--- config.mk ---
export PLATFORM = sky130hd
export DESIGN_NAME = cnt_seg_display
export DESIGN_NICKNAME = d
export VERILOG_FILES = /design/src/rtl/cnt_seg_display.sv
export SDC_FILE = /design/constraint.sdc
export NUM_CORES = 1
export LEC_CHECK = 0
export BUFFER_PORTS_ARGS = -buffer_cell sky130_fd_sc_hd__buf_4
export CAP_MARGIN = 40
export CELL_PAD_IN_SITES_DETAIL_PLACEMENT = 1
export CELL_PAD_IN_SITES_GLOBAL_PLACEMENT = 2
export CORE_UTILIZATION = 38
export CTS_CLUSTER_SIZE = 14
export DETAILED_ROUTE_END_ITERATION = 8
export PLACE_DENSITY_LB_ADDON = 0.1
export SLEW_MARGIN = 10
export SYNTH_ARGS = -nofsm -noshare
export SYNTH_HDL_FRONTEND = slang
export SYNTH_SLANG_ARGS = --single-unit
--- constraint.sdc ---
create_clock -name i_clk -period 6.2 [get_ports i_clk]
set_input_delay 1.24 -clock i_clk [delete_from_list [all_inputs] [get_ports i_clk]]
set_output_delay 1.24 -clock i_clk [all_outputs]
set_load 0.05 [all_outputs]
--- src/rtl/cnt_seg_display.sv ---
`default_nettype none
// ============================================================================
//  Module      : cnt_seg_display
//  Description : Converts an 8-bit binary value into 3-digit BCD with a
//                sequential shift-add-3 (double-dabble) engine, one shift per
//                clock. Drives a multiplexed common-anode 3-digit 7-segment
//                display with leading-zero blanking.
//  Revision    : 1.0  initial release
// ============================================================================
module cnt_seg_display #(
  parameter int SCAN_DIV = 1000
) (
  input  logic        i_clk,
  input  logic        i_rst,
  input  logic [7:0]  i_value,
  output logic [11:0] o_bcd,
  output logic        o_bcd_valid,
  output logic        o_busy,
  output logic [2:0]  o_an,
  output logic [6:0]  o_seg
);

  // --------------------------------------------------------------------------
  // Constants
  // --------------------------------------------------------------------------
  localparam int              c_cnt_w     = (SCAN_DIV > 1) ? $clog2(SCAN_DIV) : 1;
  localparam logic [c_cnt_w-1:0] c_scan_last = c_cnt_w'(SCAN_DIV - 1);
  localparam logic [6:0]      c_seg_blank = 7'b1111111;

  // --------------------------------------------------------------------------
  // Converter state
  // --------------------------------------------------------------------------
  typedef enum logic [1:0] {
    ST_IDLE  = 2'd0,
    ST_SHIFT = 2'd1,
    ST_DONE  = 2'd2
  } state_t;

  state_t      r_state;
  logic [7:0]  r_bin;        // binary bits still to be shifted into the BCD field
  logic [11:0] r_work;       // BCD field being built {hundreds,tens,units}
  logic [7:0]  r_last;       // value most recently loaded into the engine
  logic        r_force;      // forces one conversion after reset
  logic [2:0]  r_bit_cnt;    // number of shifts already performed
  logic [11:0] w_adj;        // BCD field after the add-3 correction

  // --------------------------------------------------------------------------
  // Scanner state
  // --------------------------------------------------------------------------
  logic [c_cnt_w-1:0] r_scan_cnt;
  logic [1:0]         r_idx;
  logic [3:0]         w_nib;
  logic               w_blank;

  // Active-low 7-segment glyph for one BCD digit; non-decimal codes go dark.
  function automatic logic [6:0] seg_decode(input logic [3:0] d);
    logic [6:0] s;
    case (d)
      4'd0:    s = 7'b1000000;
      4'd1:    s = 7'b1111001;
      4'd2:    s = 7'b0100100;
      4'd3:    s = 7'b0110000;
      4'd4:    s = 7'b0011001;
      4'd5:    s = 7'b0010010;
      4'd6:    s = 7'b0000010;
      4'd7:    s = 7'b1111000;
      4'd8:    s = 7'b0000000;
      4'd9:    s = 7'b0010000;
      default: s = c_seg_blank;
    endcase
    return s;
  endfunction

  // Add 3 to every BCD nibble that is 5 or more so the next shift carries correctly.
  always_comb begin
    w_adj[3:0]  = (r_work[3:0]  >= 4'd5) ? (r_work[3:0]  + 4'd3) : r_work[3:0];
    w_adj[7:4]  = (r_work[7:4]  >= 4'd5) ? (r_work[7:4]  + 4'd3) : r_work[7:4];
    w_adj[11:8] = (r_work[11:8] >= 4'd5) ? (r_work[11:8] + 4'd3) : r_work[11:8];
  end

  // Converter FSM: load on change, eight correct-and-shift steps, then publish.
  always_ff @(posedge i_clk) begin
    if (i_rst) begin
      r_state     <= ST_IDLE;
      r_bin       <= 8'd0;
      r_work      <= 12'd0;
      r_last      <= 8'd0;
      r_force     <= 1'b1;
      r_bit_cnt   <= 3'd0;
      o_bcd       <= 12'h000;
      o_bcd_valid <= 1'b0;
      o_busy      <= 1'b0;
    end else begin
      o_bcd_valid <= 1'b0;
      case (r_state)
        ST_IDLE: begin
          if (r_force || (i_value != r_last)) begin
            r_bin     <= i_value;
            r_work    <= 12'd0;
            r_last    <= i_value;
            r_force   <= 1'b0;
            r_bit_cnt <= 3'd0;
            o_busy    <= 1'b1;
            r_state   <= ST_SHIFT;
          end
        end
        ST_SHIFT: begin
          // {bcd,bin} shifted left by one after the correction
          r_work    <= {w_adj[10:0], r_bin[7]};
          r_bin     <= {r_bin[6:0], 1'b0};
          r_bit_cnt <= r_bit_cnt + 3'd1;
          if (r_bit_cnt == 3'd7) begin
            r_state <= ST_DONE;
          end
        end
        ST_DONE: begin
          o_bcd       <= r_work;
          o_bcd_valid <= 1'b1;
          o_busy      <= 1'b0;
          r_state     <= ST_IDLE;
        end
        default: begin
          o_busy  <= 1'b0;
          r_state <= ST_IDLE;
        end
      endcase
    end
  end

  // Digit scanner: hold each digit for SCAN_DIV clocks, then step units->tens->hundreds.
  always_ff @(posedge i_clk) begin
    if (i_rst) begin
      r_scan_cnt <= '0;
      r_idx      <= 2'd0;
    end else if (r_scan_cnt == c_scan_last) begin
      r_scan_cnt <= '0;
      r_idx      <= (r_idx == 2'd2) ? 2'd0 : (r_idx + 2'd1);
    end else begin
      r_scan_cnt <= r_scan_cnt + 1'b1;
    end
  end

  // Select the lit digit, apply leading-zero blanking and decode to segments.
  always_comb begin
    w_nib   = o_bcd[3:0];
    w_blank = 1'b0;
    case (r_idx)
      2'd1: begin
        w_nib   = o_bcd[7:4];
        w_blank = (o_bcd[11:8] == 4'd0) && (o_bcd[7:4] == 4'd0);
      end
      2'd2: begin
        w_nib   = o_bcd[11:8];
        w_blank = (o_bcd[11:8] == 4'd0);
      end
      default: begin
        w_nib   = o_bcd[3:0];
        w_blank = 1'b0;
      end
    endcase
    o_an  = ~(3'b001 << r_idx);
    o_seg = w_blank ? c_seg_blank : seg_decode(w_nib);
  end

endmodule
`default_nettype wire

### Word level (Yosys, flattened, before mapping)

Memory sizes are Yosys's and may differ from the RTL's.
Index checks and enable logic that the tools add are counted.

| cells by class | value |
|---|---|
| add/subtract/negate cells | 6 |
| $lt $le $gt $ge | 3 |
| equality and inequality tests | 9 |
| shift operators | 1 |
| mux-type cells | 19 |
| bitwise logic cells | 2 |
| reductions and logical operators | 11 |

Operator list:

| cell | count |
|---|---|
| $pmux 12 s2 | 1 |
| $pmux 8 s2 | 1 |
| $ge 4x3->1 const B | 3 |
| $mux 12 | 1 |
| $add 10x1->10 const B | 1 |
| $eq 10x10->1 const B | 1 |
| $add 4x2->4 const B | 2 |
| $logic_not 4->1 | 2 |
| $mux 4 | 2 |
| $mux 8 | 1 |
| $ne 8x8->1 | 1 |
| $pmux 4 s2 | 1 |
| $reduce_and 2->1 | 4 |
| $mux 7 | 1 |
| $mux 2 | 3 |
| $mux 3 | 2 |
| $pmux 3 s2 | 1 |
| $eq 2x1->1 const B | 2 |
| $eq 2x2->1 const B | 2 |
| $ne 2x2->1 const B | 2 |
| $pmux 1 s2 | 2 |
| $pmux 2 s2 | 1 |
| $add 3x1->3 const B | 1 |
| $add 3x2->3 const B | 1 |
| 11 further kinds | 12 |

| word-level totals | value |
|---|---|
| bits in registers | 60 |
| ROM bits | 112 |
| input bits | 10 |
| logic and storage cells | 63 |
| memories kept | 1 |

Memory list:

| memory | depth | bits a word | read ports | clocked after memory_dff | write ports | RTL line | text |
|---|---|---|---|---|---|---|---|
| (no name shown) | 16 | 7 | 1 | 0 | 0 | 58 | `case (d)` |

### Longest topological paths before layout

Gate-level depths: netlist of the first run.

| logic depth | value |
|---|---|
| depth after elaboration | 4 |
| gate-level depth with buffers | 9 |

### Least setup slack after synthesis of the first run

No wires, ideal clock.

| timing | value |
|---|---|
| kind | register -> output |
| from | reg r_idx[0] |
| to | out o_seg[5] |
| data arrival time | 2.548 ns |
| required time | 4.960 ns |
| path slack | 2.412 ns |
| stages on the path, launching flop included | 9 |
| path buffers | 1 |
| cells stage by stage | dfxtp_1 -> inv_1 -> ha_1 -> buf_2 -> nor2_1 -> a21oi_2 -> ha_1 -> nor3_1 -> o21ai_0 |

| on the way | value |
|---|---|
| cells in the longest elaborated chain, start to end | 4 |
| elaborated cells on any way between the ends | 6 |
| classes of those cells | 2 x eq/ne; 3 x mux; 1 x memory |

Ends and longest elaborated chain:

| what | RTL line | text |
|---|---|---|
| from (decl) | 51 | `logic [1:0] r_idx;` |
| from (signal assigned) | 137 | `r_idx <= (r_idx == 2'd2) ? 2'd0 : (r_idx + 2'd1);` |
| $eq 2x2->1 or $eq 2x1->1 (tied branches) | 147 | `case (r_idx)` |
| $pmux 4 s2 | 147 |  |
| $mem_v2 16x7 | - |  |
| $mux 7 (*) | 162 | `o_seg = w_blank ? c_seg_blank : seg_decode(w_nib);` |
| to (decl) | 20 | `output logic [6:0] o_seg` |

Mark *: on every way between the ends. The rest lies on a longest branch, timed or not.

### Worst setup path after layout of the first run

Ends and elaborated chain as after synthesis.

==> impl_metrics.tcl, run 1 <==
set metrics [dict create \
    drive_above_1_share_pct 16.1 \
    p_per_area_nw_per_um2 236 \
    worstHoldEndpoint "r_scan_cnt[0]" \
    cpPeakStageDelay_ns 0.47 \
    cp-end-kind "primary output" \
    hold_path.class "reg -> reg" \
    cts_resized 0 \
    grt_overflow 0 \
    final_nets 414 \
    avgSynthCellArea_um2 8.37 \
    ys_seq_area_share_pct 40.0 \
    worst_slew_pin_slew_ns 0.831 \
    fin_crit_sh_pct 61.8 \
    wl_per_cell_um 14.0 \
    grtUsageMet3_pct 5.53 \
    cts_tree "done" \
    dpl.cell_count 478 \
    fin_worst_skew_ns 0.0160 \
    clkTransAtPathRegs_ns 0.08 \
    grt_pass1_wl_um 11900 \
    drv_slew 0 \
    p_comb_share_pct 7.8 \
    cts_max_level 3 \
    hold_depth 1 \
    synthTopCellsByCount "dfxtp_1, nand2_1, nor2_1, a21oi_1, inv_1" \
    cp-start-kind "register" \
    synth_seq_cells 60 \
    post-cts-setup-buffer-count 0 \
    fillers 937 \
    die_h_um 90.9 \
    post_drt_via_cell_ratio 5.06 \
    swShare_pct 26.3 \
    outcome "finished, final reports clean" \
    min_from "r_scan_cnt[0]" \
    synth_most_common_cell "dfxtp_1" \
    crit_type "reg -> out" \
    track_usage_pct 18.0 \
    synth_edf_count 0 \
    die_w_um 90.9 \
    slew_headroom_pct 44.5 \
    grt_busiest_layer "met2" \
    drt-total-wl_um 6910 \
    r2r_slack_ns 4.34 \
    synth_top_area_cell "dfxtp_1" \
    seq_power_share_pct 49.2 \
    drtIter0Drc 88 \
    root_buffer "clkbuf_8" \
    clock_latency_ns 0.34 \
    crit_chain "inv_1, ha_1, mux2i_1, inv_1, ha_1, nor3_1, o21ai_0, buf_4" \
    dp_hpwl_um 4990 \
    setup_tns_ns 0 \
    antenna_found_initial 0 \
    synth_nets 386 \
    regToRegEndpoint "r_bin[1]" \
    cp_data_arrival_time_ns 2.59 \
    first_pass_iters 4 \
    setup_violations 0 \
    rows 32 \
    diodes 0 \
    drc 0 \
    dieArea_um2 8270 \
    port-buffer-count 33 \
    cts_buffer_depth 2 \
    ctsHoldBuffers 0 \
    use_met1_pct 23.8 \
    async_flop_share_pct 0 \
    synthCells 359 \
    p_sw_mw 0.218 \
    clockPowerShare_pct 43.1 \
    p_int_mw 0.609 \
    cap_violations 0 \
    place_congestion 0.816 \
    vias 2500 \
    r2r-start "r_last[6]" \
    synth_area_leaders "dfxtp_1, ha_1, nand2_1, nor2_1, a21oi_1" \
    timing.fmax_ghz 0.261 \
    ys.flop_type "dfxtp_1" \
    ys_types 45 \
    cts.sinks 60 \
    ant_nets 0 \
    grt_max_degree 55 \
    cellLeakagePower_nw 1.40 \
    syn_to_final_growth_pct 16.7 \
    rsz0062_at_grt "no" \
    whs_ns 0.447 \
    ir_drop_mv 0.126 \
    fin_total_pwr_mw 0.826 \
    io_pins 34 \
    cts_buffers 9 \
    period_needed_ns 3.83 \
    first_global_vias 2439 \
    hold_viol 0 \
    initial_utilization_pct 39.1 \
    synth_top_area_share_pct 40.0 \
    syn_area_um2 3010 \
    worst_path_max_delay_cell "ha_1" \
    final_core_util_pct 45.6 \
    fin_cells 494 \
    core-area_um2 7690 \
    synth_warnings 0 \
    cp.required_ns 4.96 \
    r2r_cells 4 \
    cp_max_fo 9 \
    met2_usage_pct 28.1 \
]
==> worst max-delay path: cells and delay by family, from the launching register on <==
family | cells | cell delay [ns]
adder cells (fa/ha/maj) | 2 | 0.68
multiplexers | 1 | 0.47
buffers and inverters | 3 | 0.40
flip-flops | 1 | 0.38
AND/OR/NAND/NOR | 1 | 0.21
AO/OA/AOI/OAI | 1 | 0.12
==> logic make-up after synthesis <==
family	share of synthesized area, %
fa+ha+maj	7.08
xor+xnor	5.83
buf+inv	5.29
mux	2.00
flops	40.0
compound gates	17.4
simple gates	22.4
==> placed cells by master, fill, tap and decap left out, drive strengths merged, types with 2 or more instances in the layout <==
cell type,n
dfxtp,60
nand2,51
nor2,50
a21oi,36
buf,34
inv,21
ha,17
xor2,11
o21ai,9
xnor2,9
clkbuf,9
nor3,8
nand3,7
nand2b,7
o221a,7
mux2i,6
or3,5
o22ai,5
a22oi,3
a21o,3
nand4,3
o32ai,3
nor3b,3
clkinvlp,3
nor4,3
nand3b,2
or2,2
clkinv,2
==> power by group through the flow <==
stage | clock [mW] | sequential (mW) | combinational, mW
3_3_place_gp | 0 | 0.415 | 0.0632
3_5_place_dp | 0 | 0.415 | 0.0653
6_report | 0.356 | 0.406 | 0.0641
4_1_cts | 0.367 | 0.406 | 0.0656
2_1_floorplan | 0 | 0.415 | 0.0463
5_1_grt | 0.387 | 0.408 | 0.0723
==> state kept, by name (all words and copies together) (netlist names) <==
signal,count
r_bit_cnt,3
r_scan_cnt,10
r_bin,8
r_last,8
r_work,12
o_bcd,12
o_bcd_valid,1
r_idx,2
o_busy,1
r_force,1
r_state,2
==> layer usage <==
layer | wire length (µm) | up-vias
met5 | 0 | -
met4 | 86 | 0
met3 | 214 | 8
met2 | 3170 | 35
met1 | 3430 | 1183
li1 | - | 1274
==> through the flow <==
stage / setup slack [ns] / cell area (µm²)
after detailed placement: 2.70 / 3310
after global placement: 2.77 / 3300
final: 2.37 / 3510
after global routing: 2.07 / 3510
after floorplan: 2.41 / 3010
after CTS: 2.32 / 3510
==> worst max-delay path by stage <==
| stage | from | to | slack [ns] |
|---|---|---|---|
| after floorplan | r_idx[0] | o_seg[5] | 2.41 |
| after global placement | r_idx[0] | o_seg[6] | 2.77 |
| after detailed placement | r_idx[0] | o_seg[5] | 2.70 |
| after CTS | r_idx[0] | o_seg[5] | 2.32 |
| after global routing | r_idx[0] | o_seg[5] | 2.07 |
| final | r_idx[0] | o_seg[5] | 2.37 |
==> layout make-up <==
class                   instances  area [µm²]  area share (%)
well taps                     102         128            3.64
multi-input cells             262        1650            46.9
repair buffers                 34         259            7.38
inverters                      20        75.1            2.14
flip-flops and latches         60        1200            34.2
clock inverters                 7        75.1            2.14
clock buffers                   9         124            3.53
No activity file was read; power rests on OpenSTA's default activity.
==> run 2, diff against run 1 <==
--- a/config.mk
+++ b/config.mk
@@ -9,7 +9,7 @@
 export CAP_MARGIN = 40
 export CELL_PAD_IN_SITES_DETAIL_PLACEMENT = 1
 export CELL_PAD_IN_SITES_GLOBAL_PLACEMENT = 2
-export CORE_UTILIZATION = 38
+export CORE_UTILIZATION = 35
 export CTS_CLUSTER_SIZE = 14
 export DETAILED_ROUTE_END_ITERATION = 8
 export PLACE_DENSITY_LB_ADDON = 0.1
==> constraint.sdc (replaced) <==
create_clock -name i_clk -period 4 [get_ports i_clk]
set_input_delay 0.8 -clock i_clk [delete_from_list [all_inputs] [get_ports i_clk]]
set_output_delay 0.8 -clock i_clk [all_outputs]
set_load 0.05 [all_outputs]
==> impl_metrics.tcl, run 2 (synthesis results as in run 1) <==
set metrics [dict create \
    cp-start-kind "register" \
    slew_headroom_pct 47.4 \
    cp-end-kind "primary output" \
    crit_start "r_idx[0]" \
    hold_path.class "reg -> reg" \
    fillers 1003 \
    drive_above_1_share_pct 16.3 \
    critPathTopFamily "adder cells" \
    final_cell_mix "dfxtp_1, nand2_1, nor2_1" \
    ant_nets 0 \
    cp_max_fo 9 \
    first_pass_iters 4 \
    setup_tns_ns 0 \
    period_needed_ns 3.40 \
    wl_per_cell_um 14.7 \
    place_area_um2 3320 \
    setup_slack_ns 0.599 \
    die_h_um 94.7 \
    rows 33 \
    cts_resized 0 \
    clock_latency_ns 0.33 \
    cpPeakStageDelay_ns 0.48 \
    grt_overflow 0 \
    hold_viol 0 \
    cap_violations 0 \
    cp_data_arrival_time_ns 2.60 \
    vias 2517 \
    drt-total-wl_um 7310 \
    fin_worst_skew_ns 0.0107 \
    ir_drop_mv 0.181 \
    fin_area_um2 3520 \
    io_pins 34 \
    grt_pass1_wl_um 12100 \
    dpl.cell_count 482 \
    cellLeakagePower_nw 1.41 \
    drc 0 \
    cts_max_level 3 \
    whs_ns 0.441 \
    port-buffer-count 33 \
    place_congestion 0.783 \
    p_per_area_nw_per_um2 364 \
    final_common_cell "dfxtp_1" \
    cp.required_ns 3.20 \
    fin_crit_sh_pct 85.0 \
    post-cts-setup-buffer-count 0 \
    reg_top3 "o_bcd: 12 flops, r_work: 12 flops, r_scan_cnt: 10 flops" \
    grt_max_degree 55 \
    post_drt_via_cell_ratio 5.05 \
    crit_type "reg -> out" \
    drtIter0Drc 80 \
    final_core_util_pct 42.6 \
    antenna_found_initial 0 \
    cts_buffer_depth 2 \
    cts_buffers 9 \
    diodes 0 \
    cts.sinks 60 \
    post-place-ws_ns 0.900 \
    clkTransAtPathRegs_ns 0.08 \
    root_buffer "clkbuf_8" \
    worst_slew_pin_slew_ns 0.788 \
    ctsHoldBuffers 0 \
    rsz0062_at_grt "no" \
    final_nets 415 \
    crit_chain "inv_1, ha_1, mux2i_1, inv_1, ha_1, nor3_1, o21ai_0, buf_4" \
    initial_utilization_pct 36.4 \
    track_usage_pct 17.4 \
    fin_cells 498 \
    die_w_um 94.7 \
    dieArea_um2 8960 \
    setup_violations 0 \
    r2r-start "r_last[6]" \
    outcome "finished, final reports clean" \
    drv_slew 0 \
    min_from "r_scan_cnt[0]" \
    first_global_vias 2522 \
    timing.fmax_ghz 0.294 \
    dp_hpwl_um 5200 \
    cts_tree "done" \
    fin_total_pwr_mw 1.28 \
    crit_buf_inv 3 \
    core-area_um2 8260 \
    worst_path_max_delay_cell "ha_1" \
    syn_to_final_growth_pct 17.1 \
]
[run 2: cell types whose count changed in the layout (fill, tap and decap cells not counted), sizes merged]
cell | before | now
buf | 34 | 35
[run 2: worst reg2reg max path, stage by stage, from the launching register on]
cell     delay (ns)
dfxtp_1        0.33
xor2_1         0.19
nor4_4         0.39
a41oi_2        0.46
o221a_2        0.43
[run 2: worst paths after layout]
path / to / slack (ns) / depth (start not counted)
min reg2reg: r_scan_cnt[0] / 0.44 / 1
max: o_seg[5] / 0.60 / 8
min: r_scan_cnt[0] / 0.44 / 1
max reg2reg: r_bin[1] / 2.10 / 4
[run 2: layer usage]
metal | up-vias | global-route usage [%] | part of all wire (%)
met1 | 1190 | 22.9 | 50
li1 | 1273 | - | -
met5 | - | 0 | 0
met3 | 10 | 4.03 | 2.9
met4 | 0 | 6.69 | 1.8
met2 | 44 | 27.5 | 46
[run 2: power breakdown]
group,internal [mW],switching (mW)
combinational,0.0386,0.0636
sequential,0.617,0.0138
clock,0.289,0.259
total,0.945,0.337
[run 2: final cells by class]
type	count	area, µm²	area share [%]
Clock buffer	9	124	3.52
Clock inverter	7	75.1	2.13
Inverter	20	75.1	2.13
Multi-Input combinational cell	262	1650	46.8
Sequential cell	60	1200	34.1
Tap cell	105	131	3.73
Timing Repair Buffer	35	267	7.57
